===== config.mk =====
export PLATFORM = sky130hd
export DESIGN_NAME = anycore_req_queue
export DESIGN_NICKNAME = d
export VERILOG_FILES = /design/src/rtl/anycore_req_queue.sv
export SDC_FILE = /design/constraint.sdc
export NUM_CORES = 1
export LEC_CHECK = 0
export CELL_PAD_IN_SITES_DETAIL_PLACEMENT = 1
export CELL_PAD_IN_SITES_GLOBAL_PLACEMENT = 2
export CORE_ASPECT_RATIO = 2
export CORE_UTILIZATION = 40
export DETAILED_ROUTE_END_ITERATION = 12
export PLACE_DENSITY_LB_ADDON = 0.1
export SYNTH_ARGS = -nofsm -noshare
export SYNTH_HDL_FRONTEND = slang
export SYNTH_SLANG_ARGS = --single-unit

===== constraint.sdc =====
create_clock -name clk -period 5.3 [get_ports clk]
set_clock_uncertainty 0.05 [all_clocks]
set_input_delay 1.59 -clock clk [delete_from_list [all_inputs] [get_ports clk]]
set_output_delay 1.59 -clock clk [all_outputs]
set_load 0.01 [all_outputs]

===== src/rtl/anycore_req_queue.sv =====
// AnyCore request queue: buffers i-miss, load and store request pulses in
// per-class FIFOs and replays them one at a time toward the L1.5 decoder,
// holding back each new request until the previous one is acknowledged.

`ifndef ICACHE_BLOCK_ADDR_BITS
`define ICACHE_BLOCK_ADDR_BITS 26
`endif
`ifndef DCACHE_BLOCK_ADDR_BITS
`define DCACHE_BLOCK_ADDR_BITS 26
`endif
`ifndef DCACHE_ST_ADDR_BITS
`define DCACHE_ST_ADDR_BITS 32
`endif
`ifndef SIZE_DATA
`define SIZE_DATA 32
`endif

// Small circular FIFO used for each request class. A push into a full
// FIFO is accepted only when the same edge also pops, otherwise it is
// dropped and reported through drop.
module anycore_req_fifo #(
   parameter int WIDTH = 8,
   parameter int DEPTH = 2
) (
   input  logic             clk,
   input  logic             rst,
   input  logic             push,
   input  logic             pop,
   input  logic [WIDTH-1:0] din,
   output logic [WIDTH-1:0] head,
   output logic             full,
   output logic             nonempty,
   output logic             drop
);
   localparam int AW = (DEPTH > 1) ? $clog2(DEPTH) : 1;
   localparam int CW = $clog2(DEPTH + 1);

   logic [WIDTH-1:0] mem [DEPTH];
   logic [AW-1:0]    wr_ptr;
   logic [AW-1:0]    rd_ptr;
   logic [CW-1:0]    count;
   logic [CW-1:0]    count_next;
   logic             push_ok;

   assign push_ok  = push && (!full || pop);
   assign drop     = push && full && !pop;
   assign nonempty = (count != '0);
   assign head     = mem[rd_ptr];

   // Occupancy after this edge, so the full flag can be registered from it
   always_comb begin
      count_next = count;
      if (push_ok && !pop) begin
         count_next = count + 1'b1;
      end else if (!push_ok && pop) begin
         count_next = count - 1'b1;
      end
   end

   // Pointer, count and full-flag bookkeeping; pointers wrap since depth is a power of 2
   always_ff @(posedge clk) begin
      if (rst) begin
         wr_ptr <= '0;
         rd_ptr <= '0;
         count  <= '0;
         full   <= 1'b0;
      end else begin
         if (push_ok) begin
            wr_ptr <= wr_ptr + 1'b1;
         end
         if (pop) begin
            rd_ptr <= rd_ptr + 1'b1;
         end
         count <= count_next;
         full  <= (count_next == CW'(DEPTH));
      end
   end

   // Storage array; contents need no reset because the count gates visibility
   always_ff @(posedge clk) begin
      if (push_ok) begin
         mem[wr_ptr] <= din;
      end
   end
endmodule

module anycore_req_queue #(
   parameter int IQ_DEPTH = 2,
   parameter int LQ_DEPTH = 2,
   parameter int SQ_DEPTH = 4
) (
   input  logic                                clk,
   input  logic                                rst,
   input  logic [`ICACHE_BLOCK_ADDR_BITS-1:0]  anycore_ic2mem_reqaddr,
   input  logic                                anycore_ic2mem_reqvalid,
   input  logic [`DCACHE_BLOCK_ADDR_BITS-1:0]  anycore_dc2mem_ldaddr,
   input  logic                                anycore_dc2mem_ldvalid,
   input  logic [`DCACHE_ST_ADDR_BITS-1:0]     anycore_dc2mem_staddr,
   input  logic [`SIZE_DATA-1:0]               anycore_dc2mem_stdata,
   input  logic [2:0]                          anycore_dc2mem_stsize,
   input  logic                                anycore_dc2mem_stvalid,
   input  logic                                l15_transducer_ack,
   output logic [`ICACHE_BLOCK_ADDR_BITS-1:0]  q_ic2mem_reqaddr,
   output logic                                q_ic2mem_reqvalid,
   output logic [`DCACHE_BLOCK_ADDR_BITS-1:0]  q_dc2mem_ldaddr,
   output logic                                q_dc2mem_ldvalid,
   output logic [`DCACHE_ST_ADDR_BITS-1:0]     q_dc2mem_staddr,
   output logic [`SIZE_DATA-1:0]               q_dc2mem_stdata,
   output logic [2:0]                          q_dc2mem_stsize,
   output logic                                q_dc2mem_stvalid,
   output logic                                iq_full,
   output logic                                lq_full,
   output logic                                sq_full,
   output logic                                overflow,
   output logic                                busy
);
   localparam int IW = `ICACHE_BLOCK_ADDR_BITS;
   localparam int LW = `DCACHE_BLOCK_ADDR_BITS;
   localparam int SAW = `DCACHE_ST_ADDR_BITS;
   localparam int SDW = `SIZE_DATA;
   localparam int SW = SAW + SDW + 3;

   typedef enum logic {
      IDLE,
      WAIT_ACK
   } state_t;

   state_t state;
   state_t state_next;

   logic          sel_ic;
   logic          sel_ld;
   logic          sel_st;
   logic          iq_nonempty;
   logic          lq_nonempty;
   logic          sq_nonempty;
   logic          iq_drop;
   logic          lq_drop;
   logic          sq_drop;
   logic [IW-1:0] iq_head;
   logic [LW-1:0] lq_head;
   logic [SW-1:0] sq_head;
   logic [SW-1:0] sq_din;

   assign sq_din = {anycore_dc2mem_staddr, anycore_dc2mem_stdata, anycore_dc2mem_stsize};

   anycore_req_fifo #(.WIDTH(IW), .DEPTH(IQ_DEPTH)) u_iq (
      .clk      (clk),
      .rst      (rst),
      .push     (anycore_ic2mem_reqvalid),
      .pop      (sel_ic),
      .din      (anycore_ic2mem_reqaddr),
      .head     (iq_head),
      .full     (iq_full),
      .nonempty (iq_nonempty),
      .drop     (iq_drop)
   );

   anycore_req_fifo #(.WIDTH(LW), .DEPTH(LQ_DEPTH)) u_lq (
      .clk      (clk),
      .rst      (rst),
      .push     (anycore_dc2mem_ldvalid),
      .pop      (sel_ld),
      .din      (anycore_dc2mem_ldaddr),
      .head     (lq_head),
      .full     (lq_full),
      .nonempty (lq_nonempty),
      .drop     (lq_drop)
   );

   anycore_req_fifo #(.WIDTH(SW), .DEPTH(SQ_DEPTH)) u_sq (
      .clk      (clk),
      .rst      (rst),
      .push     (anycore_dc2mem_stvalid),
      .pop      (sel_st),
      .din      (sq_din),
      .head     (sq_head),
      .full     (sq_full),
      .nonempty (sq_nonempty),
      .drop     (sq_drop)
   );

   assign busy = (state == WAIT_ACK) || iq_nonempty || lq_nonempty || sq_nonempty;

   // Issue state register
   always_ff @(posedge clk) begin
      if (rst) begin
         state <= IDLE;
      end else begin
         state <= state_next;
      end
   end

   // Pick the next request (imiss > load > store) when idle or when the current one is acked
   always_comb begin
      state_next = state;
      sel_ic     = 1'b0;
      sel_ld     = 1'b0;
      sel_st     = 1'b0;
      if ((state == IDLE) || l15_transducer_ack) begin
         if (iq_nonempty) begin
            sel_ic = 1'b1;
         end else if (lq_nonempty) begin
            sel_ld = 1'b1;
         end else if (sq_nonempty) begin
            sel_st = 1'b1;
         end
         if (sel_ic || sel_ld || sel_st) begin
            state_next = WAIT_ACK;
         end else begin
            state_next = IDLE;
         end
      end
   end

   // Registered decoder outputs: one-cycle valid pulse, payload held until the next issue
   always_ff @(posedge clk) begin
      if (rst) begin
         q_ic2mem_reqvalid <= 1'b0;
         q_dc2mem_ldvalid  <= 1'b0;
         q_dc2mem_stvalid  <= 1'b0;
         q_ic2mem_reqaddr  <= '0;
         q_dc2mem_ldaddr   <= '0;
         q_dc2mem_staddr   <= '0;
         q_dc2mem_stdata   <= '0;
         q_dc2mem_stsize   <= '0;
         overflow          <= 1'b0;
      end else begin
         q_ic2mem_reqvalid <= sel_ic;
         q_dc2mem_ldvalid  <= sel_ld;
         q_dc2mem_stvalid  <= sel_st;
         if (sel_ic) begin
            q_ic2mem_reqaddr <= iq_head;
         end
         if (sel_ld) begin
            q_dc2mem_ldaddr <= lq_head;
         end
         if (sel_st) begin
            q_dc2mem_staddr <= sq_head[SW-1 -: SAW];
            q_dc2mem_stdata <= sq_head[SDW+2 -: SDW];
            q_dc2mem_stsize <= sq_head[2:0];
         end
         overflow <= overflow || iq_drop || lq_drop || sq_drop;
      end
   end
endmodule


### Yosys cells after proc, flatten, opt, wreduce, memory -nomap -nowiden

Memories as Yosys holds them, arrays and structs flattened. A register that Yosys moved wholly into a read port is not among the register bits.
Cells that the tools add are included.

* div/mod/pow operators: 0
* $lt $le $gt $ge: 0
* bitwise logic cells: 1
* reduce and logical (&&, ||, !) cells: 39
* eq/ne operators: 3
* $add $sub $neg: 12
* multipliers: 0
* shift-type cells: 0
* multiplexer cells: 25

Operator list (count)
* 1-bit two-way mux: 19
* 1-bit logical AND: 15
* 1-bit logical OR: 12
* 1-bit zero test: 9
* 2-bit by 1-bit adder with 2-bit output (second input constant): 4
* 2-bit two-way mux: 4
* 3-bit two-way mux: 2
* 1-bit adder (second input constant): 4
* 2-bit equality test (second input constant): 2
* 2-bit nonzero test: 2
* 2-bit by 1-bit subtractor with 2-bit output (second input constant): 2
* 3-bit by 1-bit adder with 3-bit output (second input constant): 1
* 3-bit equality test (second input constant): 1
* 3-bit nonzero test: 1
* 3-bit by 1-bit subtractor with 3-bit output (second input constant): 1
* 1-bit inverter: 1

* latch bits: 0
* bits in writable memories: 372
* word-level logic and storage cells: 100
* memories: 3
* bits of input ports: 125
* register bits: 23
* output and inout bits: 127
* bits in read-only memories: 0

Memory list
* u_sq.mem: depth 4, bits a word 67, rd ports 1, clocked after memory_dff 1, wr ports 1, line 38 `logic [WIDTH-1:0] mem [DEPTH];`
* u_iq.mem: depth 2, bits a word 26, rd ports 1, clocked after memory_dff 1, wr ports 1, line 38
* u_lq.mem: depth 2, bits a word 26, rd ports 1, clocked after memory_dff 1, wr ports 1, line 38

### Depth between registers and ports, before layout

Gate-level depths: netlist (run 1).

* word-level depth: 13
* gate-level depth with buffers: 9
* gate-level depth less buffers: 7

### Cells and area by module

Synthesis (run 1) repeated with hierarchy kept, for this count alone.

* cells, all modules: 1188
* area total of the unflattened synthesis: 19745.2 um^2

By module, submodules not included
* anycore_req_fifo at u_sq: cells each 409, area an instance 10253.6 um^2, seq. area each 8247.9 um^2, instances 1
* anycore_req_queue: cells each 549, area an instance 5122.4 um^2, seq. area each 2482.4 um^2, instances 1
* anycore_req_fifo at u_iq ...: cells each 115, area an instance 2184.6 um^2, seq. area each 1681.6 um^2, instances 2

### Worst setup path after synthesis (run 1)

No wires, ideal clock.

* path kind: input to register
* start point: in l15_transducer_ack
* end point: mem u_sq.mem[1][0] (netlist bit), enable pin
* required time: 4818 ps
* stages: 5
* path slack: 752 ps
* library setup time: 432 ps
* path buffers: 1
* data arrival time: 4066 ps
* cells stage by stage: nor2b_1 > or3_1 > buf_2 > a21oi_2 > and2_1

* word-level cells in the longest chain between the ends: 6

Ends and longest elaborated chain
* start: declaration: line 102 `input logic l15_transducer_ack,`
* 1-bit logical OR: line 200 `if ((state == IDLE) || l15_transducer_ack) begin`
* 1-bit two-way mux: line 200
* 1-bit logical OR: line 45 `assign push_ok = push && (!full || pop);`
* 1-bit logical AND: line 45
* 1-bit two-way mux: line 81 `if (push_ok) begin`
* 1-bit two-way mux (not written as such): line 82 `mem[wr_ptr] <= din;`
* end: declaration: line 38

No other way between the ends.

### Worst setup path after layout (run 1)

* start point: reg u_sq.count[0]
* end point: out busy

* word-level cells in the longest chain between the ends: 2

Ends and longest elaborated chain
* start: declaration: line 41 `logic [CW-1:0] count;`
* start signal: assignment: line 74 `count <= count_next;`
* 3-bit nonzero test: line 47 `assign nonempty = (count != '0);`
* 1-bit logical OR: line 183 `assign busy = (state == WAIT_ACK) || iq_nonempty || lq_nonempty || sq_nonempty;`
* end: declaration: line 115 `output logic busy`

No other way between the ends.

==> results.sh, run 1 <==
export IMPL_outcome="finished clean"
export IMPL_totalWireLength_um=40400
export IMPL_die_w_um=154
export IMPL_hp_class="register to register"
export IMPL_netlist_area_leader_share=0.606
export IMPL_hold_end="q_dc2mem_stdata[27]"
export IMPL_p_leak_nw=7.50
export IMPL_power_share_switching=0.288
export IMPL_grt_use_total=0.175
export IMPL_tightest_slew_ns=1.08
export IMPL_cts_resized=0
export IMPL_antenna_found_initial=3
export IMPL_core_mm2=0.0453
export IMPL_power_switching_mw=3.52
export IMPL_cap_violations=0
export IMPL_drive_gt1_frac=0.124
export IMPL_cp_end_kind="output pin"
export IMPL_drc=0
export IMPL_synthTopCellsByArea="edfxtp_1 (61%), dfxtp_1 (15%), mux4_2 (8.2%), mux2i_1 (3.0%), nand2_1 (2.8%)"
export IMPL_worstSetupStartpointType="register"
export IMPL_dp_hpwl_um=25400
export IMPL_cp_data_required_time_ns=3.66
export IMPL_cts_buffers=45
export IMPL_grt_pass1_wl_um=61900
export IMPL_synth_area_per_cell_um2=16.6
export IMPL_worst_slack_ns=1.53
export IMPL_fmax_mhz=265
export IMPL_combPwrFrac=0.274
export IMPL_htree_levels=2
export IMPL_yosys_warnings=0
export IMPL_reg2reg_slack_ns=2.47
export IMPL_drt_pass1_iterations=4
export IMPL_dr_total_vias=10000
export IMPL_worstSetupPathType="register to output pin"
export IMPL_die_y_um=306
export IMPL_min_path_cells=2
export IMPL_final_nets=1501
export IMPL_period_share=0.712
export IMPL_seq_power_share=0.451
export IMPL_clock_path_buffers=3
export IMPL_rows=110
export IMPL_grt_max_degree=74
export IMPL_regToRegEndpoint="u_sq.mem[2][46]"
export IMPL_grt_overflow_total=0
export IMPL_post_place_ws_ns=1.01
export IMPL_io_pins=252
export IMPL_path_clk_slew_ns=0.06
export IMPL_ant_nets=0
export IMPL_slew_violations=0
export IMPL_cp_max_fo=4
export IMPL_slew_headroom=0.281
export IMPL_rsz0062_at_grt="no"
export IMPL_hold_slack_ns=0.404
export IMPL_r2r_start="u_iq.count[1]"
export IMPL_tns_ns=0
export IMPL_syn_inst=1113
export IMPL_place_congestion=0.725
export IMPL_fin_crit_ns=3.77
export IMPL_dieArea_mm2=0.0470
export IMPL_worstPathArrival_ns=2.13
export IMPL_clock_power_share=0.275
export IMPL_clock_latency_ns=0.55
export IMPL_cts_sinks=514
export IMPL_ys_ff_latch=514
export IMPL_nFillCells=4327
export IMPL_numPortBuffers=251
export IMPL_finalSetupViolCount=0
export IMPL_irDropWorstVdd_uv=319
export IMPL_synth_top_cell_by_area="edfxtp_1"
export IMPL_post_cts_repair_setup_buffers=0
export IMPL_tritoncts="yes"
export IMPL_synth_nets=1247
export IMPL_rr_worst_depth=7
export IMPL_root_buffer="clkbuf_16"
export IMPL_min_from="q_dc2mem_stdata[27]"
export IMPL_yosysSeqAreaShare=0.760
export IMPL_grt_pass1_vias=10800
export IMPL_p_per_area_mw_per_mm2=527
export IMPL_ys_types=36
export IMPL_via_per_inst=5.10
export IMPL_syn_cell_area_mm2=0.0184
export IMPL_floorplan_initialDensity=0.407
export IMPL_drtIter0Drc=341
export IMPL_postCtsHoldBufs=0
export IMPL_syn_to_final_growth_pct=25.8
export IMPL_routedWlPerCell_um=20.6
export IMPL_hold_viol_final=0
export IMPL_p_int_mw=8.70
[per-layer routing]
layer | GRT usage | part of all wire | wire length, um
met5 | 0 | 0.00059 | 24
met4 | 0.0565 | 0.025 | 1010
met3 | 0.0336 | 0.049 | 1980
met2 | 0.337 | 0.55 | 22400
met1 | 0.188 | 0.37 | 15000
[metrics by stage]
| stage | instance area, um2 | std cells | power (mW) | util |
|---|---|---|---|---|
| 3_3_place_gp | 21700 | 1880 | 8.98 | 0.478 |
| 3_5_place_dp | 21700 | 1880 | 9.05 | 0.478 |
| 6_report | 23200 | 1964 | 12.2 | 0.512 |
| 5_1_grt | 23200 | 1964 | 12.9 | 0.512 |
| 4_1_cts | 23200 | 1963 | 12.5 | 0.512 |
| 2_1_floorplan | 18400 | 1113 | 7.53 | - |
[power groups by stage]
stage | clock (mW) | combinational [mW] | sequential [mW]
detailed placement | 0 | 3.44 | 5.62
CTS | 3.48 | 3.45 | 5.53
floorplan | 0 | 1.94 | 5.59
global placement | 0 | 3.40 | 5.59
finish | 3.36 | 3.35 | 5.50
global route | 3.59 | 3.69 | 5.60
[cell usage after synthesis (all sizes together)]
library cell,number
nor2b,6
a31o,1
nand2,137
or3,2
a211oi,52
o31ai,4
xor2,1
nand2b,1
a21oi,74
nor4b,1
buf,27
a221oi,1
nor3,3
nor2,76
or2,2
edfxtp,372
mux2i,55
clkbuf,37
xnor2,10
a31oi,2
nor4,1
ha,9
mux4,67
and2,4
inv,13
o21ai,5
nand3,5
dfxtp,142
o211ai,2
a22o,1
[cell type report]
| type | instances | area, um2 | area share |
|---|---|---|---|
| Tap cell | 560 | 701 | 0.0302 |
| Inverter | 13 | 48.8 | 0.00210 |
| Multi-Input combinational cell | 522 | 4150 | 0.179 |
| Clock inverter | 16 | 244 | 0.0105 |
| Timing Repair Buffer | 271 | 2740 | 0.118 |
| Sequential cell | 514 | 14000 | 0.605 |
| Clock buffer | 67 | 1280 | 0.0552 |
| Antenna cell | 1 | 2.50 | 0.000108 |
[cells in the final DEF (no fill, tap or decap), types with 2 or more instances in the layout]
cell type and instances:
edfxtp_1 372, clkdlybuf4s50_1 250, dfxtp_1 140, nand2_1 136
a21oi_1 73, nor2_1 70, mux4_2 67, mux2i_1 55
a211oi_1 52, clkbuf_16 46, clkbuf_1 16, buf_4 15
inv_1 13, xnor2_1 10, ha_1 9, nor2b_1 6
bufinv_16 6, buf_12 6, nand3_1 5, clkinv_2 5
clkbuf_8 5, o21ai_0 4, nor2_2 4, and2_4 4
o31ai_1 4, nor2_4 2, or2_2 2, a31oi_1 2
o211ai_1 2, nor3_1 2, inv_6 2, clkinv_4 2
dfxtp_4 2
[state kept, by name, summed over array words and instances, names as in the netlist, 2 cells and up]
name	count
u_sq.mem	268
u_iq.mem	52
u_lq.mem	52
q_dc2mem_staddr	32
q_dc2mem_stdata	32
q_dc2mem_ldaddr	26
q_ic2mem_reqaddr	26
q_dc2mem_stsize	3
u_sq.count	3
u_iq.count	2
u_lq.count	2
u_sq.rd_ptr	2
u_sq.wr_ptr	2
[critical path, cell delays in order (launching register included)]
cell and delay [ns]:
dfxtp_1 0.34, inv_1 0.09, ha_1 0.15, nor2b_1 0.37, nand2_1 0.11, clkdlybuf4s50_1 0.52
[how the worst max path moves through the flow]
| stage | start | endpoint | slack [ns] |
|---|---|---|---|
| floorplan | l15_transducer_ack | u_sq.mem[1][0] | 0.75 |
| global placement | l15_transducer_ack | u_sq.mem[2][55] | 1.03 |
| detailed placement | l15_transducer_ack | u_sq.mem[2][38] | 1.01 |
| CTS | u_sq.count[0] | busy | 1.47 |
| global route | u_sq.count[1] | busy | 1.37 |
| finish | u_sq.count[0] | busy | 1.53 |
[cells by family (layout without fill, tap and decap cells)]
family / Yosys count / count (layout) / synth area share
other cells: 0 / 1 / 0
fa+ha+maj: 9 / 9 / 0.00611
compound gates: 142 / 142 / 0.0474
buf+inv: 77 / 367 / 0.0171
flops: 514 / 514 / 0.760
simple gates: 238 / 238 / 0.0522
mux: 122 / 122 / 0.112
xor+xnor: 11 / 11 / 0.00523
No activity file was read; power rests on OpenSTA's default activity.
==> run 2: changes to the inputs <==
==> constraint.sdc (replaced) <==
create_clock -name clk -period 3.7 [get_ports clk]
set_clock_uncertainty 0.05 [all_clocks]
set_input_delay 1.11 -clock clk [delete_from_list [all_inputs] [get_ports clk]]
set_output_delay 1.11 -clock clk [all_outputs]
set_load 0.01 [all_outputs]
==> run 2 against run 1 <==
- sequential power is 44% higher
- first-iteration DRC count is 21% higher
- clock power is 43% higher
- final cell count is 0.36% higher
- register-to-register slack worse by 1.4 ns
- sequential cell count stayed put
- via count is 0.31% higher
- sequential share of layout area is 0.25 points lower
- worst hold slack better by 0.0018 ns
- count of clock-buffer cells in the layout stayed put
- global-route usage is 0.64 points higher
- critical path type unchanged
- critical endpoint unchanged
- highest routed layer is now met4
==> results.sh, run 2 (synthesized netlist as in run 1, its figures left out) <==
export IMPL_rr_worst_depth=7
export IMPL_root_buffer="clkbuf_16"
export IMPL_grt_overflow_total=0
export IMPL_totalWireLength_um=42000
export IMPL_reg2reg_slack_ns=1.04
export IMPL_cts_sinks=514
export IMPL_tritoncts="yes"
export IMPL_use_met3=0.0302
export IMPL_power_share_switching=0.293
export IMPL_ant_nets=0
export IMPL_drc=0
export IMPL_drive_gt1_frac=0.130
export IMPL_cts_buffers=45
export IMPL_htree_levels=2
export IMPL_power_switching_mw=5.15
export IMPL_post_cts_repair_setup_buffers=0
export IMPL_via_per_inst=5.09
export IMPL_fin_util=0.514
export IMPL_nFillCells=4303
export IMPL_fin_crit_ns=3.30
export IMPL_grt_pass1_wl_um=64300
export IMPL_die_y_um=306
export IMPL_slew_violations=0
export IMPL_place_congestion=0.705
export IMPL_worstSetupPathType="register to output pin"
export IMPL_dp_cells=1887
export IMPL_grt_max_degree=74
export IMPL_worstPathArrival_ns=2.14
export IMPL_die_w_um=154
export IMPL_use_met1=0.201
export IMPL_dr_total_vias=10000
export IMPL_rows=110
export IMPL_cap_violations=0
export IMPL_irDropWorstVdd_uv=474
export IMPL_antenna_cells=0
export IMPL_dp_hpwl_um=26800
export IMPL_routedWlPerCell_um=21.3
export IMPL_clock_power_share=0.274
export IMPL_core_mm2=0.0453
export IMPL_io_pins=252
export IMPL_crit_start="u_iq.count[1]"
export IMPL_postCtsHoldBufs=0
export IMPL_antenna_found_initial=0
export IMPL_path_clk_slew_ns=0.07
export IMPL_tightest_slew_ns=1.09
export IMPL_r2r_start="u_iq.count[1]"
export IMPL_layout_common_cells="edfxtp_1 (372), clkdlybuf4s50_1 (250), dfxtp_1 (140), nand2_1 (136), a21oi_1 (73)"
export IMPL_reg_top3="u_sq.mem: 268 flops, u_iq.mem: 52 flops, u_lq.mem: 52 flops"
export IMPL_drtIter0Drc=412
export IMPL_worstSetupStartpointType="register"
export IMPL_drt_pass1_iterations=4
export IMPL_final_common_cell="edfxtp_1"
export IMPL_largest_reg_flops=268
export IMPL_clock_latency_ns=0.57
export IMPL_max_stage_delay_ns=0.52
export IMPL_hold_viol_final=0
export IMPL_path_cells="inv_1, ha_1, nand2_2, nor2_1, nand2_1, clkdlybuf4s50_1"
export IMPL_largest_register="u_sq.mem"
export IMPL_regToRegEndpoint="u_sq.mem[3][9]"
export IMPL_p_int_mw=12.4
export IMPL_grt_use_total=0.181
export IMPL_seq_power_share=0.450
export IMPL_rsz0062_at_grt="no"
export IMPL_cts_resized=0
export IMPL_grt_pass1_vias=11100
export IMPL_numPortBuffers=251
export IMPL_slowest_stage="clkdlybuf4s50_1"
export IMPL_grt_busiest_layer="met2"
export IMPL_final_nets=1508
export IMPL_syn_to_final_growth_pct=26.3
export IMPL_cp_max_fo=6
export IMPL_crit_path_end="busy"
export IMPL_dieArea_mm2=0.0470
export IMPL_cp_data_required_time_ns=2.54
export IMPL_fmax_mhz=303
export IMPL_instances_no_fill=1971
export IMPL_met2_usage=0.349
export IMPL_hp_class="register to register"
export IMPL_tns_ns=0
export IMPL_clock_path_buffers=3
export IMPL_hold_slack_ns=0.406
export IMPL_p_per_area_mw_per_mm2=754
export IMPL_outcome="finished clean"
export IMPL_combPwrFrac=0.276
export IMPL_floorplan_initialDensity=0.407
export IMPL_p_leak_nw=7.54
export IMPL_slew_headroom=0.270
export IMPL_period_share=0.891
export IMPL_finalSetupViolCount=0
export IMPL_cp_end_kind="output pin"
==> run 2: critical path: cells and delay by family (launching register included) <==
kind                       cells  cell delay (ns)
adders and majority gates      1             0.34
buffers and inverters          2             0.61
DFF                            1             0.31
and+or+nand+nor                3             0.33
==> run 2: how the worst min path moves through the flow <==
stage,end,start,cells past startpoint,slack (ns)
floorplan,q_dc2mem_staddr[0],q_dc2mem_staddr[0],2,0.43
global placement,q_dc2mem_staddr[3],q_dc2mem_staddr[3],2,0.40
detailed placement,q_dc2mem_staddr[15],q_dc2mem_staddr[15],2,0.40
CTS,q_dc2mem_stdata[17],q_dc2mem_stdata[17],2,0.41
global route,q_dc2mem_stdata[2],q_dc2mem_stdata[2],2,0.43
finish,q_dc2mem_stsize[1],q_dc2mem_stsize[1],2,0.41
==> run 2: area by class of cell <==
type,instances,area [um2],share of cell area
flip-flops and latches,514,14000,0.602
multi-input cells,522,4150,0.178
repair buffers,278,2840,0.122
clock buffers,67,1320,0.0568
well taps,560,701,0.0301
clock inverters,17,198,0.00849
inverters,13,48.8,0.00210
==> run 2: power by group through the flow <==
stage	logic (mW)	registers [mW]	clock network (mW)
5_1_grt	5.32	8.04	5.12
4_1_cts	4.98	7.94	4.96
3_5_place_dp	4.95	8.06	0
2_1_floorplan	2.78	8.00	0
6_report	4.85	7.90	4.80
3_3_place_gp	4.92	8.02	0
==> run 2: layer usage <==
layer,up-vias,share of wire
met5,-,0
met4,0,0.020
met3,51,0.042
met2,253,0.55
met1,5038,0.39
li1,4700,-
==> run 2: stage by stage <==
step                instance area (um2)  power (mW)  worst slack [ns]
floorplan                         18400        10.8             0.264
global placement                  21800        12.9             0.293
detailed placement                21800        13.0             0.302
CTS                               23300        17.9             0.335
global route                      23300        18.5             0.265
finish                            23300        17.5             0.403
==> run 3: changes to the inputs <==
--- a/config.mk
+++ b/config.mk
@@ -11,6 +11,8 @@
 export CORE_UTILIZATION = 40
 export DETAILED_ROUTE_END_ITERATION = 12
 export PLACE_DENSITY_LB_ADDON = 0.1
+export SETUP_SLACK_MARGIN = 0.4
+export SLEW_MARGIN = 10
 export SYNTH_ARGS = -nofsm -noshare
 export SYNTH_HDL_FRONTEND = slang
 export SYNTH_SLANG_ARGS = --single-unit
==> run 3 against run 2 <==
- final cell count hardly changed
- maximum frequency grew 2.9%
- routed wire length shrank 0.50%
- non-clock buffer count decreased by 2
- sequential cell count is the same
- critical endpoint unchanged
- total power increased by 1.3%
- worst setup slack improved by 0.092 ns
- via count is 0.50% higher
- global-route usage about the same
- first-iteration DRC count shrank 6.3%
==> results.sh, run 3 (synthesized netlist as in run 1, its figures left out) <==
export IMPL_outcome="finished clean"
export IMPL_reg_top3="u_sq.mem: 268 flops, u_iq.mem: 52 flops, u_lq.mem: 52 flops"
export IMPL_reg2reg_slack_ns=1.17
export IMPL_routedWlPerCell_um=21.2
export IMPL_final_nets=1507
export IMPL_clock_path_buffers=3
export IMPL_cts_buffers=46
export IMPL_fmax_mhz=312
export IMPL_grt_overflow_total=0
export IMPL_rsz0062_at_grt="no"
export IMPL_hold_viol_final=0
export IMPL_core_mm2=0.0453
export IMPL_cp_data_required_time_ns=2.54
export IMPL_rr_worst_depth=8
export IMPL_grt_max_degree=74
export IMPL_grt_use_total=0.181
export IMPL_cts_sinks=514
export IMPL_syn_to_final_growth_pct=26.7
export IMPL_largest_register="u_sq.mem"
export IMPL_drive_gt1_frac=0.137
export IMPL_antenna_found_initial=2
export IMPL_largest_reg_flops=268
export IMPL_instances_no_fill=1972
export IMPL_cap_violations=0
export IMPL_dp_cells=1885
export IMPL_cp_max_fo=4
export IMPL_finalSetupViolCount=0
export IMPL_fin_crit_ns=3.21
export IMPL_htree_levels=2
export IMPL_via_per_inst=5.12
export IMPL_drc=0
export IMPL_grt_pass1_vias=11100
export IMPL_min_path_cells=2
export IMPL_numPortBuffers=251
export IMPL_p_leak_nw=7.58
export IMPL_irDropWorstVdd_uv=561
export IMPL_die_y_um=306
export IMPL_p_per_area_mw_per_mm2=761
export IMPL_nFillCells=4300
export IMPL_ant_nets=0
export IMPL_dr_total_vias=10100
export IMPL_cp_end_kind="output pin"
export IMPL_worstSetupPathType="register to output pin"
export IMPL_worstPathArrival_ns=2.05
export IMPL_totalWireLength_um=41800
export IMPL_tritoncts="yes"
export IMPL_final_common_cell="edfxtp_1"
export IMPL_slew_violations=0
export IMPL_hp_class="register to register"
export IMPL_layout_common_cells="edfxtp_1 (372), clkdlybuf4s50_1 (250), dfxtp_1 (139), nand2_1 (136), a21oi_1 (73)"
export IMPL_root_buffer="clkbuf_16"
export IMPL_worstSetupStartpointType="register"
export IMPL_tns_ns=0
export IMPL_drt_pass1_iterations=4
export IMPL_slew_headroom=0.281
export IMPL_dp_hpwl_um=26200
export IMPL_die_w_um=154
export IMPL_power_total_mw=17.8
export IMPL_dieArea_mm2=0.0470
export IMPL_place_congestion=0.740
export IMPL_tightest_slew_ns=1.08
export IMPL_grt_pass1_wl_um=64300
export IMPL_path_clk_slew_ns=0.06
export IMPL_floorplan_initialDensity=0.407
export IMPL_clock_latency_ns=0.58
export IMPL_drtIter0Drc=386
export IMPL_period_share=0.866
export IMPL_io_pins=252
export IMPL_rows=110
run 3: final timing paths:
kind | to | start
hold / removal | q_dc2mem_staddr[10] | q_dc2mem_staddr[10]
setup reg to reg | u_sq.full | u_sq.count[1]
setup / recovery | busy | u_sq.count[1]
hold reg to reg | q_dc2mem_staddr[10] | q_dc2mem_staddr[10]
run 3: repair_timing:
| action | CTS | global route |
|---|---|---|
| setup buffers | 0 | 0 |
| setup endpoints to repair | 1 | 1 |
| hold buffers | 0 | 0 |
| endpoints found under the hold margin | 0 | 0 |
| resized for setup | 2 | 2 |
run 3: critical path: stages (launching register included):
cell and delay [ns]:
dfxtp_1 0.33, inv_1 0.11, ha_1 0.17, nor2b_2 0.26, nand2_1 0.09, clkdlybuf4s50_1 0.53
run 3: final cells by class:
cell class	instances	area [um2]	share of cell area
Multi-Input combinational cell	522	4170	0.178
Sequential cell	514	14000	0.600
Clock inverter	25	278	0.0119
Antenna cell	1	2.50	0.000107
Inverter	13	48.8	0.00209
Tap cell	560	701	0.0300
Clock buffer	61	1330	0.0570
Timing Repair Buffer	276	2810	0.120
run 3: through the flow:
| step | area, um2 | hold slack (ns) | worst slack, ns | utilization |
|---|---|---|---|---|
| finish | 23400 | 0.402 | 0.495 | 0.516 |
| global route | 23400 | 0.423 | 0.435 | 0.516 |
| CTS | 23300 | 0.405 | 0.417 | 0.516 |
| detailed placement | 21700 | 0.396 | 0.319 | 0.480 |
| global placement | 21700 | 0.398 | 0.363 | 0.480 |
| floorplan | 18400 | 0.431 | 0.264 | - |
run 3: per-layer routing:
metal / up-vias / global-route usage / share of wire
met3: 52 / 0.0310 / 0.041
met2: 246 / 0.347 / 0.55
met5: - / 0 / 0.00029
li1: 4716 / - / -
met1: 5076 / 0.203 / 0.39
met4: 2 / 0.0493 / 0.019
run 3: power by group:
group	total [mW]	switching, mW	internal (mW)
combinational	4.84	2.47	2.37
clock	5.00	2.15	2.85
sequential	7.92	0.607	7.32
total	17.8	5.23	12.5
